==> config.mk <==
export PLATFORM = sky130hd
export DESIGN_NAME = dead_or_alive
export DESIGN_NICKNAME = d
export VERILOG_FILES = /design/src/rtl/dead_or_alive_pkg.sv /design/src/rtl/dead_or_alive_lfsr.sv /design/src/rtl/dead_or_alive.sv
export SDC_FILE = /design/constraint.sdc
export NUM_CORES = 1
export LEC_CHECK = 0
export ABC_AREA = 1
export CAP_MARGIN = 10
export CORE_UTILIZATION = 35
export DETAILED_ROUTE_END_ITERATION = 7
export GPL_TIMING_DRIVEN = 0
export PLACE_DENSITY = 0.63
export SYNTH_ARGS = -nofsm -noshare
export SYNTH_HDL_FRONTEND = slang
export SYNTH_HIERARCHICAL = 1
export SYNTH_SLANG_ARGS = --single-unit
==> constraint.sdc <==
create_clock -name clock -period 2.2 [get_ports clock]
set_clock_uncertainty 0.05 [all_clocks]
set_input_delay 0.66 -clock clock [delete_from_list [all_inputs] [get_ports clock]]
set_output_delay 0.66 -clock clock [all_outputs]
set_load 0.01 [all_outputs]
==> src/rtl/dead_or_alive_pkg.sv <==
// Shared photon definitions for the roulette stage: field widths, weight threshold,
// LFSR polynomial and the photon record carried down the pipeline.
package dead_or_alive_pkg;

    localparam int PH_BIT_WIDTH = 32;
    localparam int PH_LAYER_WIDTH = 3;
    localparam logic [PH_BIT_WIDTH-1:0] PH_WEIGHT_LIM = 32'h0010_0000;
    localparam logic [31:0] PH_LFSR_TAPS = 32'h8020_0003;
    localparam logic [31:0] PH_LFSR_SEED = 32'hACE1_2345;

    typedef struct packed {
        logic [PH_BIT_WIDTH-1:0]   x;
        logic [PH_BIT_WIDTH-1:0]   y;
        logic [PH_BIT_WIDTH-1:0]   z;
        logic [PH_BIT_WIDTH-1:0]   ux;
        logic [PH_BIT_WIDTH-1:0]   uy;
        logic [PH_BIT_WIDTH-1:0]   uz;
        logic [PH_BIT_WIDTH-1:0]   sz;
        logic [PH_BIT_WIDTH-1:0]   sr;
        logic [PH_BIT_WIDTH-1:0]   sleftz;
        logic [PH_BIT_WIDTH-1:0]   sleftr;
        logic [PH_BIT_WIDTH-1:0]   weight;
        logic [PH_LAYER_WIDTH-1:0] layer;
        logic                      dead;
        logic                      hit;
    } photon_t;

    function automatic photon_t dead_photon();
        photon_t p;
        p = '0;
        p.dead = 1'b1;
        return p;
    endfunction

    // Galois right-shift step; the all-zero lock-up state recovers to the seed.
    function automatic logic [31:0] lfsr_next(input logic [31:0] q, input logic [31:0] seed);
        if (q == 32'h0)
            return seed;
        return q[0] ? ((q >> 1) ^ PH_LFSR_TAPS) : (q >> 1);
    endfunction

endpackage

==> src/rtl/dead_or_alive_lfsr.sv <==
// Free-running 32-bit Galois LFSR supplying the roulette survival draw.
module roulette_lfsr
    import dead_or_alive_pkg::*;
#(
    parameter logic [31:0] SEED = PH_LFSR_SEED
) (
    input  logic        clock,
    input  logic        reset,
    input  logic        enable,
    output logic [31:0] q
);

    always_ff @(posedge clock or negedge reset) begin
        if (!reset)
            q <= SEED;
        else if (enable)
            q <= lfsr_next(q, SEED);
    end

endmodule

==> src/rtl/dead_or_alive.sv <==
// Russian-roulette stage: low-weight live photons either survive with a boosted
// weight or are killed, in a fixed three-stage pipeline with saturating statistics.
module dead_or_alive
    import dead_or_alive_pkg::*;
#(
    parameter int                   BIT_WIDTH   = PH_BIT_WIDTH,
    parameter int                   LAYER_WIDTH = PH_LAYER_WIDTH,
    parameter logic [BIT_WIDTH-1:0] WEIGHT_LIM  = PH_WEIGHT_LIM,
    parameter int                   CHANCE_BITS = 4,
    parameter logic [31:0]          LFSR_SEED   = PH_LFSR_SEED
) (
    input  logic                   clock,
    input  logic                   reset,
    input  logic                   enable,
    input  logic                   i_clear_counts,
    input  logic [BIT_WIDTH-1:0]   i_x,
    input  logic [BIT_WIDTH-1:0]   i_y,
    input  logic [BIT_WIDTH-1:0]   i_z,
    input  logic [BIT_WIDTH-1:0]   i_ux,
    input  logic [BIT_WIDTH-1:0]   i_uy,
    input  logic [BIT_WIDTH-1:0]   i_uz,
    input  logic [BIT_WIDTH-1:0]   i_sz,
    input  logic [BIT_WIDTH-1:0]   i_sr,
    input  logic [BIT_WIDTH-1:0]   i_sleftz,
    input  logic [BIT_WIDTH-1:0]   i_sleftr,
    input  logic [BIT_WIDTH-1:0]   i_weight,
    input  logic [LAYER_WIDTH-1:0] i_layer,
    input  logic                   i_dead,
    input  logic                   i_hit,
    output logic [BIT_WIDTH-1:0]   o_x,
    output logic [BIT_WIDTH-1:0]   o_y,
    output logic [BIT_WIDTH-1:0]   o_z,
    output logic [BIT_WIDTH-1:0]   o_ux,
    output logic [BIT_WIDTH-1:0]   o_uy,
    output logic [BIT_WIDTH-1:0]   o_uz,
    output logic [BIT_WIDTH-1:0]   o_sz,
    output logic [BIT_WIDTH-1:0]   o_sr,
    output logic [BIT_WIDTH-1:0]   o_sleftz,
    output logic [BIT_WIDTH-1:0]   o_sleftr,
    output logic [BIT_WIDTH-1:0]   o_weight,
    output logic [LAYER_WIDTH-1:0] o_layer,
    output logic                   o_dead,
    output logic                   o_hit,
    output logic [31:0]            o_roulette_count,
    output logic [31:0]            o_kill_count
);

    photon_t     in_ph;
    photon_t     ph_p0, ph_p1, ph_p2;
    logic        cand_p0, cand_p1;
    logic        survive_p1;
    logic [31:0] lfsr_q;
    logic        lfsr_unused;

    function automatic logic [PH_BIT_WIDTH-1:0] sat_boost(input logic [PH_BIT_WIDTH-1:0] w);
        if (w[PH_BIT_WIDTH-1 -: CHANCE_BITS] != '0)
            return '1;
        return w << CHANCE_BITS;
    endfunction

    function automatic logic [31:0] sat_inc(input logic [31:0] c);
        return (c == 32'hFFFF_FFFF) ? c : c + 32'd1;
    endfunction

    roulette_lfsr #(.SEED(LFSR_SEED)) u_lfsr (
        .clock  (clock),
        .reset  (reset),
        .enable (enable),
        .q      (lfsr_q)
    );

    // Only the low CHANCE_BITS of the LFSR decide survival.
    assign lfsr_unused = ^lfsr_q[31:CHANCE_BITS];

    always_comb begin
        in_ph        = '0;
        in_ph.x      = i_x;
        in_ph.y      = i_y;
        in_ph.z      = i_z;
        in_ph.ux     = i_ux;
        in_ph.uy     = i_uy;
        in_ph.uz     = i_uz;
        in_ph.sz     = i_sz;
        in_ph.sr     = i_sr;
        in_ph.sleftz = i_sleftz;
        in_ph.sleftr = i_sleftr;
        in_ph.weight = i_weight;
        in_ph.layer  = i_layer;
        in_ph.dead   = i_dead;
        in_ph.hit    = i_hit;
    end

    always_ff @(posedge clock or negedge reset) begin
        if (!reset) begin
            ph_p0      <= dead_photon();
            ph_p1      <= dead_photon();
            ph_p2      <= dead_photon();
            cand_p0    <= 1'b0;
            cand_p1    <= 1'b0;
            survive_p1 <= 1'b0;
        end else if (enable) begin
            // stage 1: capture and classify
            ph_p0      <= in_ph;
            cand_p0    <= !i_dead && !i_hit && (i_weight < WEIGHT_LIM);
            // stage 2: draw; a zero-weight candidate can never survive
            ph_p1      <= ph_p0;
            cand_p1    <= cand_p0;
            survive_p1 <= cand_p0 && (ph_p0.weight != '0) && (lfsr_q[CHANCE_BITS-1:0] == '0);
            // stage 3: apply verdict
            ph_p2      <= ph_p1;
            if (cand_p1) begin
                ph_p2.weight <= survive_p1 ? sat_boost(ph_p1.weight) : '0;
                ph_p2.dead   <= !survive_p1;
            end
        end
    end

    always_ff @(posedge clock or negedge reset) begin
        if (!reset) begin
            o_roulette_count <= 32'h0;
            o_kill_count     <= 32'h0;
        end else if (i_clear_counts) begin
            o_roulette_count <= 32'h0;
            o_kill_count     <= 32'h0;
        end else if (enable && cand_p1) begin
            o_roulette_count <= sat_inc(o_roulette_count);
            if (!survive_p1)
                o_kill_count <= sat_inc(o_kill_count);
        end
    end

    assign o_x      = ph_p2.x;
    assign o_y      = ph_p2.y;
    assign o_z      = ph_p2.z;
    assign o_ux     = ph_p2.ux;
    assign o_uy     = ph_p2.uy;
    assign o_uz     = ph_p2.uz;
    assign o_sz     = ph_p2.sz;
    assign o_sr     = ph_p2.sr;
    assign o_sleftz = ph_p2.sleftz;
    assign o_sleftr = ph_p2.sleftr;
    assign o_weight = ph_p2.weight;
    assign o_layer  = ph_p2.layer;
    assign o_dead   = ph_p2.dead;
    assign o_hit    = ph_p2.hit;

endmodule

==> metrics.cfg, run 1 <==
[critical_path]
critical_path_arrival_ns=1.47
critPathLaunchType=register
data_required_time_of_the_critical_path_ns=1.49
worst_path_largest_cell_delay_ns=0.43
setup.worst_path.end_class=output pin
critPathKind=register to output pin
kind_of_cell_adding_the_most_delay_to_the_critical_path=flip-flops
crit_cells=1
critPathSlowestCell=sky130_fd_sc_hd__dfrtp_1
crit_path_cell_trace=clkdlybuf4s15_1
worst_reg_to_reg_cells=9
worstPathMaxFanout=2
critical_path.n_buffers_inverters=1

[logic_synthesis]
avgSynthCellArea_um2=8.64
yosys-top-cells-area=sky130_fd_sc_hd__dfrtp_1, sky130_fd_sc_hd__nand2_1, sky130_fd_sc_hd__o21ai_0, sky130_fd_sc_hd__inv_1, sky130_fd_sc_hd__buf_2
yosysTopAreaCellShare=0.622
proportion_of_synthesized_area_in_mux_cells=0
synth_sequential_area_ratio=0.632
dominant_combinational_cell_family_by_area_after_synthesis=simple AND/OR/NAND/NOR gates
synthAdderAreaFrac=0.000810
synth-warning-count=6
synthSimpleGateAreaFrac=0.286
synthDominantAreaCellType=sky130_fd_sc_hd__dfrtp_1
flops_latches_synth=1170
post-synth-top-count-cell=sky130_fd_sc_hd__nand2_1
yosys.cell_types.count=39
synth_common_cells=sky130_fd_sc_hd__nand2_1, sky130_fd_sc_hd__dfrtp_1, sky130_fd_sc_hd__o21ai_0
asyncSetResetFlopFracSynth=1.00
post_synth_instance_area_um2=46400
synth_edf_count=0
yosys.area_share.xor_xnor=0.00208
synthCells=5367
synth_compound_area_frac=0.0363
synth_flop_cell=sky130_fd_sc_hd__dfrtp_1
mappedNetlistNets=5731

[floorplan]
io_pins=782
rows=133
design.core.area_um2=131000
die_height_um=366
floorplan_die_area_um2=134000
initial_utilization=0.353
die-width_um=366

[timing]
tightest_slew_ns=1.05
hold-worst-slack_ns=-0.228
timing.setup.tns_ns=0
achievable-frequency_ghz=0.459
finalCritPeriodShare=0.990
final_max_slew_viol_count=0
setup_ws_ns=0.0211
timing.slew.headroom=0.298
finalSetupViolCount=0
finalHoldViolCount=94
grt_setup_unrepaired=yes
min_period_ns=2.18

[run]
cap_viol_max_count=0

[clock_network]
cts_tree=built
clk_pin_slew_ns=0.06
cts_buffer_depth=3
cts.root.buffer_cell=sky130_fd_sc_hd__clkbuf_16
clk_latency_ns=0.77
cts_made_buffers=134
cts-htree-levels=4
clock_sink_count=1170

[power]
total_leakage_power_nw=31.5
report.power.total_mw=54.2
power.density_nw_per_um2=889
vdd.ir_drop.worst_mv=0.653

[outcome]
result_of_the_run=finished, violations left
violations=hold timing

[place]
pre_cts_slack_ns=-1.83
io_buffers=780
routability_driven_placement_congestion_ratio=0.926
hpwl_um=112000

[route]
route.detailed.drc=0
viasPerCell=4.63
route.final.wire_length_um=153000
drt-wirelength-per-cell_um=18.5
num_vias=38174
drt_iter0_markers=2702
detail-route-antenna-nets=0
drt_pre_antenna_iters=6

[min_path]
hp-class=input port to asynchronous set/reset pin

[layout]
area.growth.synth_to_final_pct=31.6
finalNetCount=6723
layout_cell_share_with_drive_strength_beyond_1=0.112

[global_routing]
grt_remaining_overflow=0
antenna_found_initial=33
grt_pass1_wl_um=229000
first_global_vias=37349
global_route.usage.total=0.226
grt_max_degree=182

[worst paths after layout]
path	start	to	slack, ns
worst min-delay path	reset	o_weight[13]	-0.23
worst max-delay path	o_sz[10]	o_sz[10]	0.02
max in group asynchronous	reset	o_uz[26]	0.44
worst max register to register	cand_p1	o_kill_count[14]	0.11
min in group clock	i_clear_counts	o_kill_count[10]	0.27
worst min register to register	ph_p1[0]	o_hit	0.41
[stage by stage]
step / std cells / hold WS [ns] / area [µm²] / util
4_1_cts: 8162 / -0.244 / 60700 / 0.462
3_5_place_dp: 7910 / 0.407 / 56600 / 0.431
2_1_floorplan: 5367 / 0.314 / 46400 / -
3_3_place_gp: 7902 / 0.402 / 56400 / 0.429
6_report: 8239 / -0.228 / 61000 / 0.464
5_1_grt: 8229 / -0.240 / 61000 / 0.464
[layout make-up]
cell class | instances | area (µm²)
multi-input combinational | 3735 | 15100
inverter | 193 | 729
clock inverter | 41 | 489
clock buffer | 196 | 3890
timing repair buffer | 856 | 7880
sequential | 1170 | 29400
tap | 1755 | 2200
buffer | 269 | 1320
fill | 12819 | 70500
antenna | 24 | 60.1
[registers in the layout, indices dropped and copies added, names as in the netlist, 3 cells and up]
signal            flops
o_weight             32
ph_p0               357
u_lfsr/q             32
ph_p1               357
o_x                  32
o_sleftr             32
o_z                  32
o_roulette_count     32
o_sr                 32
o_y                  32
o_sz                 32
o_uz                 32
o_kill_count         32
o_uy                 32
o_sleftz             32
o_ux                 32
o_layer               3
[cells by family after synthesis]
kind of cell             count (synthesis)
AND/OR/NAND/NOR                       3431
flip-flops                            1170
buffers and inverters                  462
AO/OA/AOI/OAI                          290
XOR/XNOR                                11
adder cells (fa/ha/maj)                  3
[cells in the final DEF, fill, tap and decap left out, drive strengths merged, types with 61 or more instances in the layout]
cell              n
buf             219
clkbuf          458
clkdlybuf4s15   215
clkdlybuf4s50   357
dfrtp          1153
dlygate4sd2      70
inv             204
nand2          3134
nand3            61
nor2            185
o21ai           219
[per-layer routing]
| layer | wire [µm] | up-vias | share of wire | GRT usage |
|---|---|---|---|---|
| met1 | 65100 | 18353 | 0.43 | 0.288 |
| met2 | 72100 | 1021 | 0.47 | 0.368 |
| met3 | 8780 | 302 | 0.058 | 0.0496 |
| li1 | - | 18484 | - | - |
| met4 | 6420 | 14 | 0.042 | 0.0985 |
| met5 | 90 | - | 0.00059 | 0 |
[power by group]
group          total [mW]  switching, mW  internal [mW]
Clock                22.2           9.28           13.0
Sequential           25.2           1.36           23.9
Combinational        6.79           4.04           2.75
[timing repair]
item | 4_1_cts | 5_1_grt
pin swaps | 1 | 0
gates cloned | 1 | 3
endpoints found under the hold margin | 94 | 94
setup buffers | 14 | 50
resized for setup | 560 | 488
endpoints found under the setup margin | 1562 | 881
Note: power is estimated with default switching activity, not from simulation.
==> run 2: changes to the inputs <==
--- a/config.mk
+++ b/config.mk
@@ -9,8 +9,10 @@
 export CAP_MARGIN = 10
 export CORE_UTILIZATION = 35
 export DETAILED_ROUTE_END_ITERATION = 7
+export GPL_ROUTABILITY_DRIVEN = 0
 export GPL_TIMING_DRIVEN = 0
 export PLACE_DENSITY = 0.63
+export SKIP_LAST_GASP = 1
 export SYNTH_ARGS = -nofsm -noshare
 export SYNTH_HDL_FRONTEND = slang
 export SYNTH_HIERARCHICAL = 1
==> run 2 against run 1 <==
  * The run still ends with hold timing left
  * Critical path depth unchanged
  * Sequential cell count unchanged
  * Via count increased by 0.38%
  * Wire length decreased by 0.28%
  * Die area unchanged
  * Combinational power increased by 2%
  * Sequential share of layout area decreased by 0.59 points
  * Fmax increased by 0.13%
  * Global-route usage about the same
  * Final cell count decreased by 0.12%
  * Hold slack improved by 0.0013 ns
  * Critical path type unchanged
  * Largest power group unchanged
==> metrics.cfg, run 2 (same netlist as run 1, synthesis figures left out) <==
[power]
vdd.ir_drop.worst_mv=0.618  ; was 0.653 mV
total_leakage_power_nw=33.8  ; was 31.5 nW
power.density_nw_per_um2=885  ; was 889 nW/µm²
report.power.total_mw=54.7  ; was 54.2 mW

[critical_path]
critPathLaunchType=register  ; unchanged
worst_reg_to_reg_cells=10  ; was 9
kind_of_cell_adding_the_most_delay_to_the_critical_path=flip-flops  ; unchanged
critPathSlowestCell=sky130_fd_sc_hd__dfstp_2  ; was sky130_fd_sc_hd__dfrtp_1
crit_cells=1  ; unchanged
critPathKind=register to output pin  ; unchanged
worstPathMaxFanout=2  ; unchanged
setup.worst_path.end_class=output pin  ; unchanged
critical_path_arrival_ns=1.47  ; about the same
critical_path.startpoint=o_dead  ; was o_sz[10]
worst_path_largest_cell_delay_ns=0.58  ; was 0.43 ns
crit_path_cell_trace=buf_6  ; was clkdlybuf4s15_1
critical_path.n_buffers_inverters=1  ; unchanged
worstReg2RegStart=o_roulette_count[0]  ; was cand_p1
data_required_time_of_the_critical_path_ns=1.49  ; about the same

[global_routing]
grt_pass1_wl_um=230000  ; was 229,000 µm
global_route.usage.total=0.226  ; about the same
first_global_vias=37763  ; was 37,349
grt_remaining_overflow=0  ; unchanged
grt_max_degree=183  ; was 182
antenna_found_initial=33  ; unchanged

[clock_network]
cts_tree=built  ; unchanged
cts_made_buffers=135  ; was 134
clk_latency_ns=0.75  ; was 0.77 ns
cts.root.buffer_cell=sky130_fd_sc_hd__clkbuf_16  ; unchanged
cts_buffer_depth=3  ; unchanged
clk_pin_slew_ns=0.06  ; about the same
cts-htree-levels=4  ; unchanged
clock_sink_count=1170  ; unchanged

[layout]
finalNetCount=6725  ; was 6,723
largestRegisters=ph_p0 x357, ph_p1 x357  ; unchanged
multiInputGateArea_um2=15100  ; unchanged
area.sequential_um2=29400  ; about the same
layout_cell_share_with_drive_strength_beyond_1=0.107  ; was 0.112
layout_common_cells=sky130_fd_sc_hd__nand2_1, sky130_fd_sc_hd__dfrtp_1, sky130_fd_sc_hd__clkdlybuf4s50_1  ; unchanged
area.growth.synth_to_final_pct=33.2  ; was 31.6%
final_common_cell=sky130_fd_sc_hd__nand2_1  ; unchanged
n_fill_cell=12645  ; was 12,819

[floorplan]
die-width_um=366  ; unchanged
floorplan_die_area_um2=134000  ; unchanged
initial_utilization=0.353  ; unchanged
io_pins=782  ; unchanged
die_height_um=366  ; unchanged
design.core.area_um2=131000  ; unchanged
rows=133  ; unchanged

[route]
drt_pre_antenna_iters=5  ; was 6
detail-route-antenna-nets=0  ; unchanged
num_vias=38318  ; was 38,174
viasPerCell=4.66  ; was 4.63
route.final.wire_length_um=152000  ; was 153,000 µm
drt-wirelength-per-cell_um=18.5  ; about the same
drt_iter0_markers=2768  ; was 2,702
route.detailed.drc=0  ; unchanged

[place]
hpwl_um=111000  ; was 112,000 µm
io_buffers=780  ; unchanged

[run]
cap_viol_max_count=0  ; unchanged

[timing]
grt_setup_unrepaired=yes  ; unchanged
finalCritPeriodShare=0.989  ; was 0.990
timing.slew.headroom=0.306  ; was 0.298
finalHoldViolCount=170  ; was 94
hold-worst-slack_ns=-0.227  ; was -0.228 ns
finalSetupViolCount=0  ; unchanged
min_period_ns=2.18  ; about the same
final_max_slew_viol_count=0  ; unchanged
tightest_slew_ns=1.04  ; was 1.05 ns
achievable-frequency_ghz=0.460  ; was 0.459 GHz

[min_path]
hp-class=input port to asynchronous set/reset pin  ; unchanged

[outcome]
violations=hold timing  ; unchanged
result_of_the_run=finished, violations left  ; unchanged

==> run 2: cell types whose count changed in the layout (fill, tap and decap cells not counted), moves of 9 or more <==
| cell | delta |
|---|---|
| sky130_fd_sc_hd__dlymetal6s2s_1 | +191 |
| sky130_fd_sc_hd__clkdlybuf4s15_1 | -101 |
| sky130_fd_sc_hd__diode_2 | -9 |
| sky130_fd_sc_hd__dlygate4sd2_1 | -63 |
| sky130_fd_sc_hd__clkbuf_2 | -24 |
| sky130_fd_sc_hd__buf_2 | -16 |
==> run 2: power breakdown <==
group,leakage (nW),internal (mW),switching (mW),total [mW]
Sequential,14.5,23.9,1.35,25.2
Combinational,17.1,2.91,4.03,6.93
Clock,2.20,13.4,9.12,22.5
==> run 2: final timing paths <==
kind / endpoint / slack (ns)
max in group asynchronous: ph_p1[207] / 0.51
min reg2reg: o_uz[26] / 0.40
max: o_dead / 0.02
max reg2reg: o_roulette_count[1] / 0.19
min: ph_p0[29] / -0.23
min in group clock: o_kill_count[10] / 0.32
==> run 2: through the flow <==
stage / util / worst slack (ns) / instances / TNS [ns] / instance area (µm²)
6_report: 0.470 / 0.0239 / 8229 / 0 / 61800
5_1_grt: 0.470 / -0.0187 / 8226 / -0.0491 / 61800
4_1_cts: 0.464 / -0.260 / 8163 / -55.29 / 61000
3_5_place_dp: 0.430 / -1.93 / 7909 / -2265.04 / 56600
3_3_place_gp: 0.429 / -53.01 / 7902 / - / 56400
2_1_floorplan: - / 0.400 / 5367 / 0 / 46400
==> run 2: what timing repair did <==
| action | 4_1_cts | 5_1_grt |
|---|---|---|
| resized for setup | 291 | 566 |
| gates cloned | 3 | 2 |
| pin swaps | 1 | 1 |
| buffers inserted | 16 | 49 |
| endpoints found under the setup margin | 1919 | 785 |
| hold endpoints to repair | 170 | 170 |
==> run 2: cell type report <==
| cell class | count | area share |
|---|---|---|
| Tap cell | 1755 | 0.0355 |
| Clock buffer | 198 | 0.0653 |
| Inverter | 193 | 0.0118 |
| Antenna cell | 15 | 0.000608 |
| Timing Repair Buffer | 857 | 0.139 |
| Clock inverter | 37 | 0.00691 |
| Multi-Input combinational cell | 3735 | 0.244 |
| Sequential cell | 1170 | 0.475 |
| Buffer | 269 | 0.0213 |
==> run 2: metal layers <==
layer  GRT usage  up-vias  routed length (µm)
li1            -    18426                   -
met1       0.284    18461               63200
met2       0.360     1072               70900
met3      0.0616      327               10900
met4       0.105       32                6870
met5           0        -                 195
